==> src/rtl/divider_q_pkg.sv <==
// Shared types and constants for the Q-format restoring divider.
// The saturation helper is evaluated at elaboration time by divider_q.
package divider_q_pkg;

  localparam int MAX_W = 64;

  typedef enum logic [2:0] {
    IDLE = 3'd0,
    PREP = 3'd1,
    ITER = 3'd2,
    FIX  = 3'd3,
    DONE = 3'd4
  } div_state_t;

  // Saturation constant for a w-bit quotient, right-aligned in MAX_W bits.
  function automatic logic [MAX_W-1:0] sat_value(input int unsigned w,
                                                 input logic is_signed,
                                                 input logic neg);
    logic [MAX_W-1:0] one_v;
    one_v = {{(MAX_W-1){1'b0}}, 1'b1};
    if (!is_signed) begin
      sat_value = (w >= MAX_W) ? {MAX_W{1'b1}} : ((one_v << w) - one_v);
    end else if (neg) begin
      sat_value = one_v << (w - 1);
    end else begin
      sat_value = (one_v << (w - 1)) - one_v;
    end
  endfunction

endpackage

==> src/rtl/divider_q_step.sv <==
// One restoring-division step: compare {rem, bit_in} against the divisor
// magnitude, subtract when it fits, and report the quotient bit.
module div_restore_step #(
  parameter int W = 32
) (
  input  logic [W-1:0] rem,
  input  logic         bit_in,
  input  logic [W-1:0] divisor_mag,
  output logic [W-1:0] rem_next,
  output logic         q_bit
);

  logic [W:0]   partial_s;
  logic [W-1:0] diff_s;
  logic         ge_s;

  // Since rem < divisor_mag, partial - divisor_mag always fits in W bits.
  always_comb begin
    partial_s = {rem, bit_in};
    ge_s      = (partial_s >= {1'b0, divisor_mag});
    diff_s    = partial_s[W-1:0] - divisor_mag;
    if (ge_s) begin
      rem_next = diff_s;
      q_bit    = 1'b1;
    end else begin
      rem_next = partial_s[W-1:0];
      q_bit    = 1'b0;
    end
  end

endmodule

==> src/rtl/divider_q.sv <==
// Iterative signed/unsigned restoring divider with Q-format quotient,
// remainder, saturation, divide-by-zero flag and valid/ready handshakes.
module divider_q
  import divider_q_pkg::*;
#(
  parameter int DATA_WIDTH = 32,
  parameter int FRAC_BITS  = 0
) (
  input  logic                  clock,
  input  logic                  reset,
  input  logic                  in_valid,
  output logic                  in_ready,
  input  logic                  in_signed,
  input  logic [DATA_WIDTH-1:0] dividend,
  input  logic [DATA_WIDTH-1:0] divisor,
  output logic                  out_valid,
  input  logic                  out_ready,
  output logic [DATA_WIDTH-1:0] quotient,
  output logic [DATA_WIDTH-1:0] remainder,
  output logic                  overflow,
  output logic                  div_by_zero
);

  localparam int W  = DATA_WIDTH;
  localparam int F  = FRAC_BITS;
  localparam int N  = W + F;
  localparam int CW = $clog2(N + 1);

  localparam logic [N:0] ONE_N  = {{N{1'b0}}, 1'b1};
  localparam logic [N:0] LIM_U  = (ONE_N << W) - ONE_N;
  localparam logic [N:0] LIM_SP = (ONE_N << (W - 1)) - ONE_N;
  localparam logic [N:0] LIM_SN = ONE_N << (W - 1);

  localparam logic [MAX_W-1:0] SAT_U_FULL = sat_value(W, 1'b0, 1'b0);
  localparam logic [MAX_W-1:0] SAT_P_FULL = sat_value(W, 1'b1, 1'b0);
  localparam logic [MAX_W-1:0] SAT_N_FULL = sat_value(W, 1'b1, 1'b1);
  localparam logic [W-1:0]     SAT_U      = SAT_U_FULL[W-1:0];
  localparam logic [W-1:0]     SAT_P      = SAT_P_FULL[W-1:0];
  localparam logic [W-1:0]     SAT_N      = SAT_N_FULL[W-1:0];

  div_state_t state_r, next_state_s;

  logic          signed_r;
  logic [W-1:0]  dividend_r, divisor_r;
  logic          qneg_r, rneg_r, dz_r;
  logic [W-1:0]  bmag_r;
  logic [N-1:0]  shreg_r;
  logic [W-1:0]  rem_r;
  logic [CW-1:0] cnt_r;

  logic          sa_s, sb_s;
  logic [W-1:0]  amag_s, bmag_s;
  logic [N-1:0]  amag_ext_s;
  logic [W-1:0]  rem_next_s;
  logic          qbit_s;

  logic [N:0]    m_ext_s;
  logic          ovf_s;
  logic [W-1:0]  sat_s, q_fix_s, r_fix_s;
  logic          ov_fix_s;

  div_restore_step #(.W(W)) u_step (
    .rem         (rem_r),
    .bit_in      (shreg_r[N-1]),
    .divisor_mag (bmag_r),
    .rem_next    (rem_next_s),
    .q_bit       (qbit_s)
  );

  // Operand magnitudes and signs, formed from the latched request.
  always_comb begin
    sa_s       = signed_r & dividend_r[W-1];
    sb_s       = signed_r & divisor_r[W-1];
    amag_s     = sa_s ? -dividend_r : dividend_r;
    bmag_s     = sb_s ? -divisor_r : divisor_r;
    amag_ext_s = '0;
    amag_ext_s[W-1:0] = amag_s;
  end

  // State register.
  always_ff @(posedge clock or posedge reset) begin
    if (reset) begin
      state_r <= IDLE;
    end else begin
      state_r <= next_state_s;
    end
  end

  // Next-state logic.
  always_comb begin
    next_state_s = state_r;
    case (state_r)
      IDLE: begin
        if (in_valid && in_ready) next_state_s = PREP;
        else                      next_state_s = IDLE;
      end
      PREP: begin
        if (divisor_r == '0) next_state_s = FIX;
        else                 next_state_s = ITER;
      end
      ITER: begin
        if (cnt_r == '0) next_state_s = FIX;
        else             next_state_s = ITER;
      end
      FIX:     next_state_s = DONE;
      DONE: begin
        if (out_ready) next_state_s = IDLE;
        else           next_state_s = DONE;
      end
      default: next_state_s = IDLE;
    endcase
  end

  // Final result: range check on the N-bit magnitude, then sign or saturate.
  always_comb begin
    m_ext_s = {1'b0, shreg_r};
    if (!signed_r) begin
      ovf_s = (m_ext_s > LIM_U);
    end else if (qneg_r) begin
      ovf_s = (m_ext_s > LIM_SN);
    end else begin
      ovf_s = (m_ext_s > LIM_SP);
    end

    if (!signed_r) begin
      sat_s = SAT_U;
    end else if (dz_r ? rneg_r : qneg_r) begin
      sat_s = SAT_N;
    end else begin
      sat_s = SAT_P;
    end

    if (dz_r) begin
      q_fix_s  = sat_s;
      r_fix_s  = dividend_r;
      ov_fix_s = 1'b1;
    end else begin
      q_fix_s  = ovf_s ? sat_s : (qneg_r ? -shreg_r[W-1:0] : shreg_r[W-1:0]);
      r_fix_s  = rneg_r ? -rem_r : rem_r;
      ov_fix_s = ovf_s;
    end
  end

  // Datapath registers and registered handshake/result outputs.
  always_ff @(posedge clock or posedge reset) begin
    if (reset) begin
      signed_r    <= 1'b0;
      dividend_r  <= '0;
      divisor_r   <= '0;
      qneg_r      <= 1'b0;
      rneg_r      <= 1'b0;
      dz_r        <= 1'b0;
      bmag_r      <= '0;
      shreg_r     <= '0;
      rem_r       <= '0;
      cnt_r       <= '0;
      quotient    <= '0;
      remainder   <= '0;
      overflow    <= 1'b0;
      div_by_zero <= 1'b0;
      in_ready    <= 1'b1;
      out_valid   <= 1'b0;
    end else begin
      in_ready  <= (next_state_s == IDLE);
      out_valid <= (next_state_s == DONE);
      case (state_r)
        IDLE: begin
          if (in_valid && in_ready) begin
            signed_r   <= in_signed;
            dividend_r <= dividend;
            divisor_r  <= divisor;
          end
        end
        PREP: begin
          qneg_r  <= sa_s ^ sb_s;
          rneg_r  <= sa_s;
          dz_r    <= (divisor_r == '0);
          bmag_r  <= bmag_s;
          shreg_r <= amag_ext_s << F;
          rem_r   <= '0;
          cnt_r   <= CW'(N - 1);
        end
        ITER: begin
          rem_r   <= rem_next_s;
          shreg_r <= {shreg_r[N-2:0], qbit_s};
          cnt_r   <= cnt_r - {{(CW-1){1'b0}}, 1'b1};
        end
        FIX: begin
          quotient    <= q_fix_s;
          remainder   <= r_fix_s;
          overflow    <= ov_fix_s;
          div_by_zero <= dz_r;
        end
        DONE: begin
          quotient <= quotient;
        end
        default: begin
          cnt_r <= '0;
        end
      endcase
    end
  end

endmodule
==> config.mk <==
export PLATFORM = sky130hd
export DESIGN_NAME = divider_q
export DESIGN_NICKNAME = d
export VERILOG_FILES = /design/src/rtl/divider_q_pkg.sv /design/src/rtl/divider_q_step.sv /design/src/rtl/divider_q.sv
export SDC_FILE = /design/constraint.sdc
export NUM_CORES = 1
export LEC_CHECK = 0
export ABC_AREA = 0
export CAP_MARGIN = 0
export CORE_MARGIN = 2
export CORE_UTILIZATION = 40
export CTS_CLUSTER_DIAMETER = 200
export DETAILED_ROUTE_END_ITERATION = 6
export PLACE_DENSITY = 0.64
export RECOVER_POWER = 100
export SYNTH_ARGS = -nofsm -noshare
export SYNTH_HDL_FRONTEND = slang
export SYNTH_SLANG_ARGS = --single-unit
==> constraint.sdc <==
create_clock -name clock -period 8.6 [get_ports clock]
set_clock_uncertainty 0.15 [all_clocks]
set_input_delay 1.72 -clock clock [delete_from_list [all_inputs] [get_ports clock]]
set_output_delay 1.72 -clock clock [all_outputs]
set_load 0.01 [all_outputs]
==> run summary <==
Status: finished, violations left
Failing checks: capacitance limit, slew limit
Clk buf depth: 3
GRT met1 Usage: 28.2%
Critical Path Sink Type: flip-flop
Count leader, synth: dfrtp_1
Htree depth: 1
Post-Syn Instances: 1583
PostCTS Resize Cnt: 0
ANT nets after route: 0
Pleak: 7.04 nW
Tmin final: 5370 ps
Final Cycle Share: 62.4%
Share of the synthesized area in the top cell type: 41.7%
Antenna violations before repair: 0
Worst-Margin Slew: 4640 ps
Initial core utilization: 40.5%
Fmax: 186 MHz
Layout area overhead: 18.3%
DP Cell Count: 2094
Cell Area, Synth: 14400 um^2
Wire length reported by the detailed router: 39.1 mm
Post-route insts no fill: 2145
Seq/Total Area, Yosys: 41.8%
Latest clock arrival within the worst-skew pair: 580 ps
Most Used Layer, Global Route: met2
Mapped Nets: 1690
PnR worst setup slack: 3230 ps
Hold Buf Count CTS: 0
# Post-CTS Setup Buffers: 0
Wire per inst: 18.2 um
CTS Buf Count: 29
Worst hold path class: flip-flop to flip-flop
Crit path launch type: primary input
Drt first pass iters: 5
Hpwl dp: 28.3 mm
M3 GR Usage: 3.03%
Max Slew Vio Count: 435
Top cells by area, synth: dfrtp_1, o21ai_0, xor2_1
# clock sinks: 241
Setup TNS: 0 ps
Pwr per Cell Area: 445 nW/um^2
Largest net degree at the start of global routing: 140
Peak VDD IR: 0.000217 V
Synthesis-stage register bit count: 241
Die height: 194 um
Syn Area/Cell: 9.11 um^2
Crit Path Class: primary input to flip-flop
Max-Cap Viols: 6
Final net count: 1771
Reg clk slew, reported paths: 50 ps
M2 GR Usage: 35.0%
Vias: 11900
Pre-CTS WS: 4750 ps
# IOs: 137
Vias/cell: 5.57
Ys async rst share: 100%
Top FF cell, synth: dfrtp_1
Setup Viol. Count Final: 0
Tot Pwr: 0.00759 W
Final count of hold timing violations: 0
ANT cells: 0
1st-iter DRT viols: 916
Leading area contributor after synthesis: dfrtp_1
Root buffer cell: clkbuf_16
Share of cells above drive strength 1: 8.25%
Yosys cell types: 72
Number of synthesis warnings: 0
First-pass GRT wire length: 64.0 mm
Slew margin rel.: -211%
CTS tree: built
DRC viols: 0
Gr ovfl total: 0
Die area: 37600 um^2
Crit-path max FO: 73
Die width: 194 um
GP Congestion: 0.877
Port Buf Inserts: 136
Vias in the first global route: 11800
GRT Util Overall: 20.7%
Critical path data required time: 8890 ps
Worst Path Arrival: 5650 ps
Post-synth EDFFs: 0
Synth top cells by count: dfrtp_1, nand2_1, o21ai_0
Fillers: 3456
Unrepaired setup endpoints after global routing: no
Rows: 69
Core Region: 35600 um^2
sequential cells by signal, summed over array words and instances, names as in the netlist, 3 cells and up:
name        flops
rem_r          32
bmag_r         32
dividend_r     32
cnt_r           6
divisor_r      32
shreg_r        32
quotient       32
remainder      32
state_r         3
per-layer routing:
metal	wire length, um	share of wire [%]	up-vias
met5	0	0	-
met4	783	2.0	0
met3	1970	5.0	51
met2	18700	48	292
met1	17600	45	5749
li1	-	-	5854
cell families (layout without fill, tap and decap cells):
| group | count (synthesis) | after routing | share of synthesized area [%] |
|---|---|---|---|
| XOR/XNOR | 142 | 142 | 8.63 |
| multiplexers | 68 | 68 | 5.23 |
| adder cells (fa/ha/maj) | 38 | 38 | 3.35 |
| AND/OR/NAND/NOR | 443 | 443 | 14.7 |
| buffers and inverters | 159 | 260 | 4.34 |
| AO/OA/AOI/OAI | 492 | 492 | 21.9 |
| flip-flops | 241 | 241 | 41.8 |
where the power goes:
group	total (W)	internal (W)	switching [W]
sequential	0.00231	0.00167	0.000642
clock	0.00132	0.000821	0.000497
combinational	0.00396	0.00171	0.00225
final timing paths:
| check | end | slack [ps] | cells past startpoint | from |
|---|---|---|---|---|
| min reg2reg | div_by_zero | 320 | 2 | div_by_zero |
| max in group asynchronous | dz_r | 3360 | 3 | reset |
| min in group asynchronous | divisor_r[5] | 2880 | 2 | reset |
| min | div_by_zero | 320 | 2 | div_by_zero |
| max | divisor_r[20] | 3230 | 5 | in_valid |
| max reg2reg | quotient[19] | 3430 | 6 | state_r[2] |
stage by stage:
step / area [um^2] / hold WS (ps) / utilization, %
after floorplan: 14400 / 300 / -
after global placement: 16100 / 312 / 45.3
after detailed placement: 16100 / 318 / 45.3
after CTS: 17100 / 332 / 48.2
after global routing: 17100 / 349 / 48.0
final: 17100 / 318 / 48.0
worst max-delay path: stages:
cell,delay (ps)
dlygate4sd3_1,520
nand3_1,110
nor2_4,100
clkbuf_1,2660
mux2_2,510
final cells by class:
class | instances | area [um^2] | area share [%]
Clock buffer | 41 | 831 | 4.87
Multi-Input combinational cell | 1183 | 7740 | 45.4
Tap cell | 461 | 577 | 3.38
Inverter | 61 | 230 | 1.35
Timing Repair Buffer | 148 | 1450 | 8.49
Sequential cell | 241 | 6030 | 35.4
Clock inverter | 10 | 196 | 1.15
cells in the final DEF (no fill, tap or decap), types with 43 or more instances in the layout:
master | Yosys | final
inv_1 | 61 | 60
xor2_1 | 99 | 99
dlygate4sd3_1 | 0 | 71
nand2_1 | 194 | 193
mux2_2 | 59 | 59
nor2_1 | 81 | 77
clkdlybuf4s50_1 | 0 | 65
a21oi_1 | 73 | 73
o21ai_0 | 189 | 190
xnor2_1 | 43 | 43
dfrtp_1 | 240 | 239
Power figures use the tool's default switching activity.
